$ cat src/rtl/cpu_pkg.sv
// Shared CPU definitions: PC update codes, fetch FSM states and default widths.
package cpu_pkg;

    localparam int unsigned ADDR_W_DEF = 16;
    localparam int unsigned DATA_W_DEF = 16;

    // PC update codes driven by the controller on pcEn
    localparam logic [1:0] PC_HOLD   = 2'b00;
    localparam logic [1:0] PC_INC    = 2'b01;
    localparam logic [1:0] PC_JUMP   = 2'b10;
    localparam logic [1:0] PC_BRANCH = 2'b11;

    typedef enum logic [1:0] {
        StIdle = 2'b00,
        StReq  = 2'b01,
        StDone = 2'b10
    } fetch_state_t;

endpackage

$ cat src/rtl/pc_next_calc.sv
// Combinational next-PC selection: hold, increment, jump, or branch by a
// sign-extended 8-bit displacement. All arithmetic wraps modulo 2^AddrW.
module pc_next_calc
    import cpu_pkg::*;
#(
    parameter int unsigned AddrW = ADDR_W_DEF
) (
    input  logic [AddrW-1:0] pc_i,
    input  logic [1:0]       pc_en_i,
    input  logic [AddrW-1:0] jump_target_i,
    input  logic [7:0]       disp_i,
    output logic [AddrW-1:0] pc_next_o
);

    logic [AddrW-1:0] disp_ext;

    assign disp_ext = {{(AddrW - 8){disp_i[7]}}, disp_i};

    // Select the candidate PC for the requested update code
    always_comb begin
        pc_next_o = pc_i;
        unique case (pc_en_i)
            PC_HOLD:   pc_next_o = pc_i;
            PC_INC:    pc_next_o = pc_i + AddrW'(1);
            PC_JUMP:   pc_next_o = jump_target_i;
            PC_BRANCH: pc_next_o = pc_i + disp_ext;
        endcase
    end

endmodule

$ cat src/rtl/fetch_unit.sv
// Instruction fetch stage: owns the PC, fetches over a req/ack handshake into
// the instruction register, and applies the controller's PC update codes.
module fetch_unit
    import cpu_pkg::*;
#(
    parameter int unsigned       ADDR_W       = ADDR_W_DEF,
    parameter int unsigned       DATA_W       = DATA_W_DEF,
    parameter logic [ADDR_W-1:0] RESET_VECTOR = '0,
    parameter logic [DATA_W-1:0] IR_RESET     = '0
) (
    input  logic              clk,
    input  logic              reset,
    input  logic              fetchReq,
    input  logic [1:0]        pcEn,
    input  logic [ADDR_W-1:0] jumpTarget,
    output logic              memRdReq,
    output logic [ADDR_W-1:0] memAddr,
    input  logic              memRdAck,
    input  logic [DATA_W-1:0] memRdata,
    output logic [DATA_W-1:0] instruction,
    output logic [ADDR_W-1:0] pc,
    output logic [ADDR_W-1:0] linkAddr,
    output logic              instrValid,
    output logic              fetchBusy,
    output logic              protoErr
);

    fetch_state_t      state_q, state_d;
    logic              pending_q, pending_d;
    logic [ADDR_W-1:0] pc_q, pc_d;
    logic [DATA_W-1:0] ir_q, ir_d;
    logic              err_q, err_d;
    logic [ADDR_W-1:0] pc_next;

    pc_next_calc #(
        .AddrW (ADDR_W)
    ) u_pc_next_calc (
        .pc_i          (pc_q),
        .pc_en_i       (pcEn),
        .jump_target_i (jumpTarget),
        .disp_i        (ir_q[7:0]),
        .pc_next_o     (pc_next)
    );

    // Next-state logic: PC updates only in IDLE; anything out of protocol is flagged
    always_comb begin
        state_d   = state_q;
        pending_d = pending_q;
        pc_d      = pc_q;
        ir_d      = ir_q;
        err_d     = err_q;
        unique case (state_q)
            StIdle: begin
                if (pcEn != PC_HOLD) pc_d = pc_next;
                if (memRdAck) err_d = 1'b1;
                if (pending_q) begin
                    // Deferred fetch: PC was updated last cycle, fetch from it now
                    pending_d = 1'b0;
                    state_d   = StReq;
                end else if (fetchReq) begin
                    if (pcEn == PC_HOLD) state_d = StReq;
                    else pending_d = 1'b1;
                end
            end
            StReq: begin
                if (pcEn != PC_HOLD) err_d = 1'b1;
                if (memRdAck) begin
                    ir_d    = memRdata;
                    state_d = StDone;
                end
            end
            StDone: begin
                if (pcEn != PC_HOLD) err_d = 1'b1;
                if (memRdAck) err_d = 1'b1;
                state_d = StIdle;
            end
            default: state_d = StIdle;
        endcase
    end

    // State registers with synchronous active-low reset
    always_ff @(posedge clk) begin
        if (!reset) begin
            state_q   <= StIdle;
            pending_q <= 1'b0;
            pc_q      <= RESET_VECTOR;
            ir_q      <= IR_RESET;
            err_q     <= 1'b0;
        end else begin
            state_q   <= state_d;
            pending_q <= pending_d;
            pc_q      <= pc_d;
            ir_q      <= ir_d;
            err_q     <= err_d;
        end
    end

    assign memRdReq    = (state_q == StReq);
    assign instrValid  = (state_q == StDone);
    assign fetchBusy   = (state_q != StIdle) || pending_q;
    assign memAddr     = pc_q;
    assign pc          = pc_q;
    assign linkAddr    = pc_q + ADDR_W'(1);
    assign instruction = ir_q;
    assign protoErr    = err_q;

endmodule
$ cat config.mk
export PLATFORM = sky130hd
export DESIGN_NAME = fetch_unit
export DESIGN_NICKNAME = d
export VERILOG_FILES = /design/src/rtl/cpu_pkg.sv /design/src/rtl/pc_next_calc.sv /design/src/rtl/fetch_unit.sv
export SDC_FILE = /design/constraint.sdc
export NUM_CORES = 1
export LEC_CHECK = 0
export BUFFER_PORTS_ARGS = -buffer_cell sky130_fd_sc_hd__buf_2
export CAP_MARGIN = 20
export CORE_AREA = 2 2 76 96
export CTS_CLUSTER_SIZE = 24
export DETAILED_ROUTE_END_ITERATION = 10
export DIE_AREA = 0 0 78 98
export GPL_TIMING_DRIVEN = 0
export PLACE_DENSITY = 0.85
export REMOVE_ABC_BUFFERS = 1
export SLEW_MARGIN = 25
export SYNTH_ARGS = -nofsm -noshare
export SYNTH_HDL_FRONTEND = slang
export SYNTH_SLANG_ARGS = --single-unit
$ cat constraint.sdc
create_clock -name clk -period 2.41 [get_ports clk]
set_clock_uncertainty 0.2 [all_clocks]
set_input_delay 0.723 -clock clk [delete_from_list [all_inputs] [get_ports clk]]
set_output_delay 0.723 -clock clk [all_outputs]
set_load 0.05 [all_outputs]
==> results of run 1 <==
routing by layer:
metal	vias up	global-route usage [%]	share of wire, %
met5	-	0	0
met3	62	3.697	9.4
li1	1617	-	-
met4	0	12.69	4.8
met1	1653	27.44	36
met2	280	43.83	50
logic make-up after synthesis:
logic type	Yosys count	share of synthesized area, %
AO/OA/AOI/OAI	122	26.79
XOR/XNOR	20	5.973
adder cells (fa/ha/maj)	20	8.788
buffers and inverters	43	8.106
flip-flops	36	24.57
multiplexers	6	2.176
AND/OR/NAND/NOR	135	23.59
through the flow:
stage                     hold WS [ns]  area, µm²  setup TNS, ns
after global placement          0.2406       3374         -6.789
after CTS                       0.2559       3920         -2.554
final                           0.2521       4397         -4.142
after detailed placement        0.2463       3374         -7.537
after floorplan                 0.2734       2736         -22.77
after global routing            0.2763       4397         -5.381
flip-flops by register name, summed over array words and instances (netlist names):
signal       cells
instruction     16
memAddr         16
pending_q        1
protoErr         1
state_q          2
path summary, 6_finish.rpt:
path                                  end  slack [ns]  cells after the start
min reg2reg  instruction[14]$_SDFFE_PN0P_        0.25                      2
min          instruction[14]$_SDFFE_PN0P_        0.25                      2
max                          linkAddr[11]       -0.40                      6
max reg2reg       memAddr[8]$_SDFFE_PN0P_       -0.18                     13
worst min-delay path, delay by kind of cell, from the launching register on:
kind	cells	cell delay (ns)
AOI/OAI and AO/OA	1	0.05
DFF	1	0.31
and+or+nand+nor	1	0.05
final cells by class:
cell class                      instances  area [µm²]
Fill cell                             541        2410
Multi-Input combinational cell        303        2402
Timing Repair Buffer                  148       975.9
Sequential cell                        36       768.2
Tap cell                               90       112.6
Clock buffer                            7       96.34
Inverter                               11       41.29
layout by cell type, fill, tap and decap left out, types with 6 or more instances in the layout:
cell type and instances:
xor2_1 6, clkbuf_8 7, a21o_1 11, dfxtp_1 22, xnor2_2 8, nand2b_1 8, nor2_1 12, buf_2 92
nor2b_1 7, a21oi_1 32, o21ai_0 25, ha_1 6, buf_4 32, ha_4 8, inv_1 9, nand2_1 53
dfxtp_4 12, buf_6 22
report_power, final:
| group | internal [µW] | switching [µW] | leakage (µW) |
|---|---|---|---|
| logic | 1030 | 2120 | 0.00170 |
| clock network | 255 | 228 | 0.0000503 |
| registers | 764 | 213 | 0.000303 |
| total | 2050 | 2560 | 0.00205 |
timing repair:
action | 4_1_cts | 5_1_grt
buffers inserted | 22 | 24
cloned | 0 | 0
resized for setup | 73 | 70
pin swaps | 21 | 35
setup endpoints to repair | 29 | 21
==> impl_metrics.ini, run 1 <==
[synthesis]
synthTopCellsByArea = dfxtp_1, ha_1, nand2_1
yosysSeqAreaShare_pct = 24.57
ys_ff_latch = 36
ys_warn_count = 0
synth.largest_area_cell = dfxtp_1
synthCells = 382
synth_top_cells_by_count = nand2_1, a21oi_1, dfxtp_1, o21ai_0, ha_1
synth.distinct_cells = 60
synthesis.area_mm2 = 0.002933
yosysMostFrequentCell = nand2_1
synth_ff_type = dfxtp_1
async_reset_ff_share_pct = 0
synth_edf_count = 0
synth_top_area_share_pct = 24.57
avgSynthCellArea_um2 = 7.678

[clock_network]
worstSkewPairLatency_ns = 0.30
cts_root_buf = clkbuf_8
cts_tree = done
numCtsBuffers = 5
cts_hold_buf = 0
clk_path_buf_depth = 2
cts.clk_slew.worst_paths_ns = 0.08
cts.htree.levels = 2
clock_sinks = 36

[critical_path]
required_ns = 1.49
reg2reg_from = memAddr[0]$_SDFFE_PN0P_
cpMaxStageDelayCell = dfxtp_4
worstPathMaxFanout = 6
path_class = register to output pin
endpoint_kind = output pin
cpPeakStageDelay_ns = 0.38
cp.arrival_ns = 1.89
startpoint_type = register
crit_family = simple AND/OR/NAND/NOR gates
crit_chain = buf_6 -> nand3_4 -> nor3_4 -> and3_4 -> xor2_1 -> buf_4
timing.critical_path.from = memAddr[1]$_SDFFE_PN0P_
path_buf_inv = 2

[cells_and_area]
fin_nets = 563
finalNonFillerCells = 595
post-route-util_pct = 64.60
drive_gt1_share_pct = 47.72
area_growth_syn_to_layout_pct = 49.91
antennaDiodeCount = 0

[placed_design]
dpl.hpwl_mm = 6.207
dp.cells = 545
post-place-ws_ns = -0.5722
gp_congestion = 0.9150
io_buffers = 105

[global_routing]
grt_pass1_wl_mm = 15.15
gr-total-overflow = 0
grt_usage_pct = 24.38
grt_pass1_vias = 3244
grt_start_max_net_pins = 30
antenna_found_initial = 0

[floorplan]
die_area_mm2 = 0.007644
dieWidth_um = 78
rows = 34
die_h_um = 98
start_util_pct = 43.09
ios = 106
core_area_mm2 = 0.006807

[run_status]
status = finished with violations
violations = setup timing

[timing]
worst_slack_ns = -0.3993
setup_violations = 20
period_share_pct = 116.6
final_hold_viol_count = 0
fmax_mhz = 356.0
tightest_slew_ns = 0.6156
max_slew_margin_pct = 58.96
rsz0062_at_grt = true
layout_min_cycle_time_ns = 2.809
slew_violations = 0

[flow_run]
drv_cap = 0

[power]
finalPower_uw = 4605
power.leakage_uw = 0.002049
p_per_area_mw_per_mm2 = 1047
peakVddDrop_uv = 697.5

[drt]
drt-initial-drc-count = 290
via_per_inst = 6.071
wl_per_cell_um = 18.75
drt_wl_total_mm = 11.15
antenna_left = 0
drc_errors = 0
vias = 3612
drt_pass1_iterations = 8

[hold_path]
worstHoldStart = instruction[14]$_SDFFE_PN0P_
hold_class = register to register
No activity file was read; power rests on OpenSTA's default activity.
==> run 2, diff against run 1 <==
--- a/config.mk
+++ b/config.mk
@@ -5,12 +5,13 @@
 export SDC_FILE = /design/constraint.sdc
 export NUM_CORES = 1
 export LEC_CHECK = 0
+export ABC_AREA = 1
 export BUFFER_PORTS_ARGS = -buffer_cell sky130_fd_sc_hd__buf_2
 export CAP_MARGIN = 20
-export CORE_AREA = 2 2 76 96
+export CORE_AREA = 2 2 77 98
 export CTS_CLUSTER_SIZE = 24
 export DETAILED_ROUTE_END_ITERATION = 10
-export DIE_AREA = 0 0 78 98
+export DIE_AREA = 0 0 79 100
 export GPL_TIMING_DRIVEN = 0
 export PLACE_DENSITY = 0.85
 export REMOVE_ABC_BUFFERS = 1
==> run 2 against run 1 <==
Effect of this change: the run still ends with setup timing left; register-to-register slack better by 0.08 ns; global-route usage is 0.31 points lower; largest power group unchanged; count of clock-buffer cells in the layout stayed put; worst hold slack better by 0.026 ns; non-clock buffer count is 16 lower; critical path depth is 1 higher; synthesized cell count is 32% higher; power is 9.6% higher.
==> impl_metrics.ini, run 2 <==
[run_status]
status = finished with violations
violations = setup timing

[floorplan]
core_area_mm2 = 0.007094
rows = 35
ios = 106
start_util_pct = 43.26
die_h_um = 100
dieWidth_um = 79
die_area_mm2 = 0.007900

[timing]
worst_slack_ns = -0.1284
rsz0062_at_grt = true
fmax_mhz = 393.9
period_share_pct = 105.3
slew_violations = 0
finalSetupTns_ns = -0.9139
holdWs_ns = 0.2777
layout_min_cycle_time_ns = 2.538
max_slew_margin_pct = 53.32
final_hold_viol_count = 0
tightest_slew_ns = 0.6995
setup_violations = 11

[synthesis]
yosysSeqAreaShare_pct = 23.48
synth_edf_count = 0
ys_warn_count = 0
synth_xor_area_share_pct = 1.957
synth.distinct_cells = 31
synth-simple-area-share_pct = 37.10
synthesis.area_mm2 = 0.003069
synth.area.mux_share_pct = 0
synth_ff_type = dfxtp_1
ys_ff_latch = 36
avgSynthCellArea_um2 = 6.090
synth_top_area_share_pct = 23.48
synth_top_cells_by_count = nand2_1, inv_1, nor2_1, a21oi_1, dfxtp_1
async_reset_ff_share_pct = 0
synth-compound-area-share_pct = 15.25
synthCells = 504
synthTopCellsByArea = dfxtp_1, nand2_1, inv_1
synth_top_family_by_area = simple AND/OR/NAND/NOR gates
yosysMostFrequentCell = nand2_1
synth.largest_area_cell = dfxtp_1
synthAdderAreaFrac_pct = 8.398

[placed_design]
gp_congestion = 0.9226
io_buffers = 105
dpl.hpwl_mm = 6.957
dp.cells = 675

[hold_path]
hold_end = pending_q$_SDFFE_PN0P_
hold_class = register to register
worstHoldStart = pending_q$_SDFFE_PN0P_
holdPathStages = 2

[cells_and_area]
antennaDiodeCount = 0
finalNonFillerCells = 710
fin_nets = 675
area_growth_syn_to_layout_pct = 34.16
final_cell_mix = nand2_1, buf_2, inv_1, nor2_1, a21oi_1
final_common_cell = nand2_1
drive_gt1_share_pct = 32.85

[critical_path]
worstPathMaxFanout = 4
cpMaxStageDelayCell = dfxtp_4
cpPeakStageDelay_ns = 0.36
crit_family = simple AND/OR/NAND/NOR gates
ff2ff_path_depth = 16
path_buf_inv = 1
startpoint_type = register
endpoint_kind = output pin
path_class = register to output pin
crit_chain = ha_4 -> nand2_4 -> nor3_4 -> nand2_1 -> nand2_2 -> and2_4 -> buf_8
cp.arrival_ns = 1.62
reg2reg_from = memAddr[0]$_SDFFE_PN0P_
worstReg2RegEnd = memAddr[10]$_SDFFE_PN0P_
required_ns = 1.49
crit_cells = 7
reg2reg_slack_ns = -0.10

[drt]
drt-initial-drc-count = 269
antenna_left = 0
wl_per_cell_um = 14.17
drt_wl_total_mm = 10.06
drc_errors = 0
drt_pass1_iterations = 5
vias = 3804
via_per_inst = 5.358

[global_routing]
grt_pass1_vias = 3456
grt_pass1_wl_mm = 15.37
grt_usage_pct = 24.07
grt_start_max_net_pins = 35
antenna_found_initial = 0
gr-total-overflow = 0

[power]
power.leakage_uw = 0.002201
peakVddDrop_uv = 917.9
p_per_area_mw_per_mm2 = 1226

[clock_network]
cts.htree.levels = 2
cts_tree = done
worstSkewPairLatency_ns = 0.29
cts_hold_buf = 0
cts_root_buf = clkbuf_8
numCtsBuffers = 5
clock_sinks = 36
cts.clk_slew.worst_paths_ns = 0.08
clk_path_buf_depth = 2

[flow_run]
drv_cap = 0
run 2: stage by stage:
step / util [%] / area, µm² / setup slack (ns) / total power [µW]
after global routing: 58.04 / 4118 / -0.1998 / 5323
after global placement: 50.02 / 3548 / -0.1476 / 4082
final: 58.04 / 4118 / -0.1284 / 5048
after CTS: 55.43 / 3933 / -0.09066 / 4847
after floorplan: - / 2908 / -1.008 / 3414
after detailed placement: 50.02 / 3548 / -0.1806 / 4141
run 2: cells by family (layout without fill, tap and decap cells):
kind of cell	Yosys count	in the layout
and+or+nand+nor	258	258
buffers and inverters	96	210
AOI/OAI and AO/OA	88	88
DFF	36	36
adders and majority gates	20	20
xor gates and xnor gates	6	6
run 2: what timing repair did:
item                                    CTS  global route
cloned                                    0             0
pin swaps                                 9            10
resized for setup                        56            41
endpoints found under the hold margin     0             0
endpoints found under the setup margin   15            17
buffers inserted                         19             8
run 2: how the worst max path moves through the flow:
stage / startpoint / endpoint / slack [ns]
after floorplan: memAddr[0]$_SDFFE_PN0P_ / linkAddr[6] / -1.01
after global placement: memAddr[1]$_SDFFE_PN0P_ / linkAddr[8] / -0.15
after detailed placement: memAddr[1]$_SDFFE_PN0P_ / linkAddr[8] / -0.18
after CTS: memAddr[1]$_SDFFE_PN0P_ / linkAddr[8] / -0.09
after global routing: memAddr[4]$_SDFFE_PN0P_ / linkAddr[9] / -0.20
final: memAddr[0]$_SDFFE_PN0P_ / linkAddr[10] / -0.13
run 2: routing by layer:
metal	vias up	GRT usage, %	share of wire, %
met5	-	0	0
met4	0	12.20	4.1
met3	39	4.137	7.9
met2	228	43.94	50
met1	1711	26.44	38
li1	1826	-	-
run 2: cell type report:
type,count,area [µm²]
well taps,92,115.1
flip-flops and latches,36,774.5
clock buffers,7,76.32
fillers,677,2977
inverters,70,262.8
clock inverters,1,8.758
repair buffers,132,829.5
multi-input cells,372,2051
run 2: worst min-delay path: cells and delay by family, from the launching register on:
kind               cells  cell delay, ns
and+or+nand+nor        1            0.06
DFF                    1            0.32
AOI/OAI and AO/OA      1            0.05
run 2: power by group:
group | internal (µW) | switching, µW
logic | 1040 | 2490
clock network | 207 | 232
registers | 821 | 259
==> run 3, diff against run 2 <==
--- a/config.mk
+++ b/config.mk
@@ -9,6 +9,7 @@
 export BUFFER_PORTS_ARGS = -buffer_cell sky130_fd_sc_hd__buf_2
 export CAP_MARGIN = 20
 export CORE_AREA = 2 2 77 98
+export CTS_BUF_LIST = sky130_fd_sc_hd__clkbuf_4 sky130_fd_sc_hd__clkbuf_8
 export CTS_CLUSTER_SIZE = 24
 export DETAILED_ROUTE_END_ITERATION = 10
 export DIE_AREA = 0 0 79 100
==> run 3 against run 2 <==
Effect of this change: the run still ends with setup timing left; critical endpoint unchanged; final cell count up 0.28%; sequential power about the same; worst setup slack lost 0.028 ns; critical path type unchanged; sequential share of layout area fell by 0.28 points; combinational power is 2% higher; largest cell class unchanged; non-clock buffer count up 2; critical path depth unchanged.
==> impl_metrics.ini, run 3 (synthesis gave the netlist of run 2 again) <==
[clock_network]
cts_root_buf = clkbuf_8
clk_path_buf_depth = 2
cts.clk_slew.worst_paths_ns = 0.08
cts_hold_buf = 0
cts.htree.levels = 2
worstSkewPairLatency_ns = 0.30
clock_sinks = 36
cts_tree = done
numCtsBuffers = 5

[critical_path]
crit_top_cell = nand2_1
timing.critical_path.from = memAddr[0]$_SDFFE_PN0P_
endpoint_kind = output pin
crit_chain = ha_4 -> nand2_4 -> nor3_4 -> nand2_1 -> nand2_1 -> and2_4 -> buf_8
reg2reg_from = memAddr[0]$_SDFFE_PN0P_
startpoint_type = register
worstPathMaxFanout = 4
cpPeakStageDelay_ns = 0.37
path_class = register to output pin
cpMaxStageDelayCell = dfxtp_4
required_ns = 1.49
cp.arrival_ns = 1.64

[cells_and_area]
final_cell_mix = nand2_1, buf_2, inv_1, nor2_1, a21oi_1
area_growth_syn_to_layout_pct = 36.20
antennaDiodeCount = 0
final_common_cell = nand2_1
fin_nets = 677
drive_gt1_share_pct = 33.87
finalNonFillerCells = 712
stdcell_area_mm2 = 0.004180

[drt]
vias = 3834
drt-initial-drc-count = 287
drt_pass1_iterations = 5
via_per_inst = 5.385
wl_per_cell_um = 14.67
drc_errors = 0
antenna_left = 0
drt_wl_total_mm = 10.44

[global_routing]
use_met1_pct = 26.69
antenna_found_initial = 0
use_met3_pct = 4.137
grt_pass1_vias = 3523
grt_start_max_net_pins = 35
grt_pass1_wl_mm = 15.61
top_usage_layer = met2
gr-total-overflow = 0
grt_usage_pct = 24.64
grt_use_met2_pct = 45.31

[floorplan]
start_util_pct = 43.26
core_area_mm2 = 0.007094
die_area_mm2 = 0.007900
die_h_um = 100
rows = 35
dieWidth_um = 79
ios = 106

[run_status]
violations = setup timing
status = finished with violations

[timing]
period_share_pct = 106.5
layout_min_cycle_time_ns = 2.567
finalSetupTns_ns = -1.013
max_slew_margin_pct = 48.14
final_hold_viol_count = 0
rsz0062_at_grt = true
setup_violations = 11
holdWs_ns = 0.2871
tightest_slew_ns = 0.7771
fmax_mhz = 389.6
slew_violations = 0
worst_slack_ns = -0.1568

[placed_design]
dpl.hpwl_mm = 6.957
gp_congestion = 0.9226
dp.cells = 675
io_buffers = 105
placed_cell_area_mm2 = 0.003548

[power]
p_per_area_mw_per_mm2 = 1231
peakVddDrop_uv = 906.3
power.leakage_uw = 0.002215

[hold_path]
hold_class = register to register
worstHoldStart = state_q[1]$_SDFFE_PN0P_

[flow_run]
drv_cap = 0
[run 3: cell count changes in the layout (fill, tap and decap cells not counted), sizes merged]
cell,delta
buf,+2
[run 3: final cells by class]
cell class | instances | area [µm²]
multi-input cells | 372 | 2088
clock inverters | 1 | 8.758
well taps | 92 | 115.1
repair buffers | 134 | 844.6
clock buffers | 7 | 83.83
flip-flops and latches | 36 | 774.5
fillers | 667 | 2914
inverters | 70 | 265.3
[run 3: layer usage]
metal / wire length (µm) / vias up / part of all wire (%)
met5: 0 / - / 0
met4: 564 / 0 / 5.4
met3: 757 / 60 / 7.2
met2: 5248 / 219 / 50
met1: 3873 / 1728 / 37
li1: - / 1827 / -
[run 3: critical path: cells and delay by family, from the launching register on]
| kind | cells | cell delay (ns) |
|---|---|---|
| adders and majority gates | 1 | 0.15 |
| and+or+nand+nor | 5 | 0.69 |
| buffers and inverters | 1 | 0.14 |
| DFF | 1 | 0.37 |
[run 3: path summary, 6_finish.rpt]
check,end,slack (ns),cells after the start
worst max-delay path,linkAddr[10],-0.16,7
worst min-delay path,state_q[1]$_SDFFE_PN0P_,0.29,2
worst max register to register,memAddr[10]$_SDFFE_PN0P_,-0.12,16
worst min register to register,state_q[1]$_SDFFE_PN0P_,0.29,2
[run 3: stage by stage]
step / power (µW) / setup WS [ns] / utilization, %
finish: 5147 / -0.1568 / 58.92
global route: 5428 / -0.2089 / 58.92
CTS: 4896 / -0.1013 / 55.89
detailed placement: 4141 / -0.1806 / 50.02
global placement: 4082 / -0.1476 / 50.02
floorplan: 3414 / -1.008 / -
[run 3: where the power goes]
part / internal [µW] / switching, µW / total (µW)
logic: 1080 / 2520 / 3600
registers: 821 / 259 / 1080
clock network: 229 / 237 / 466
total: 2130 / 3020 / 5150
[run 3: timing repair]
action                                  in CTS  in global routing
endpoints found under the setup margin      15                 17
buffers inserted                            21                  8
pin swaps                                   10                  9
gates resized for setup                     59                 44
hold endpoints to repair                     0                  0
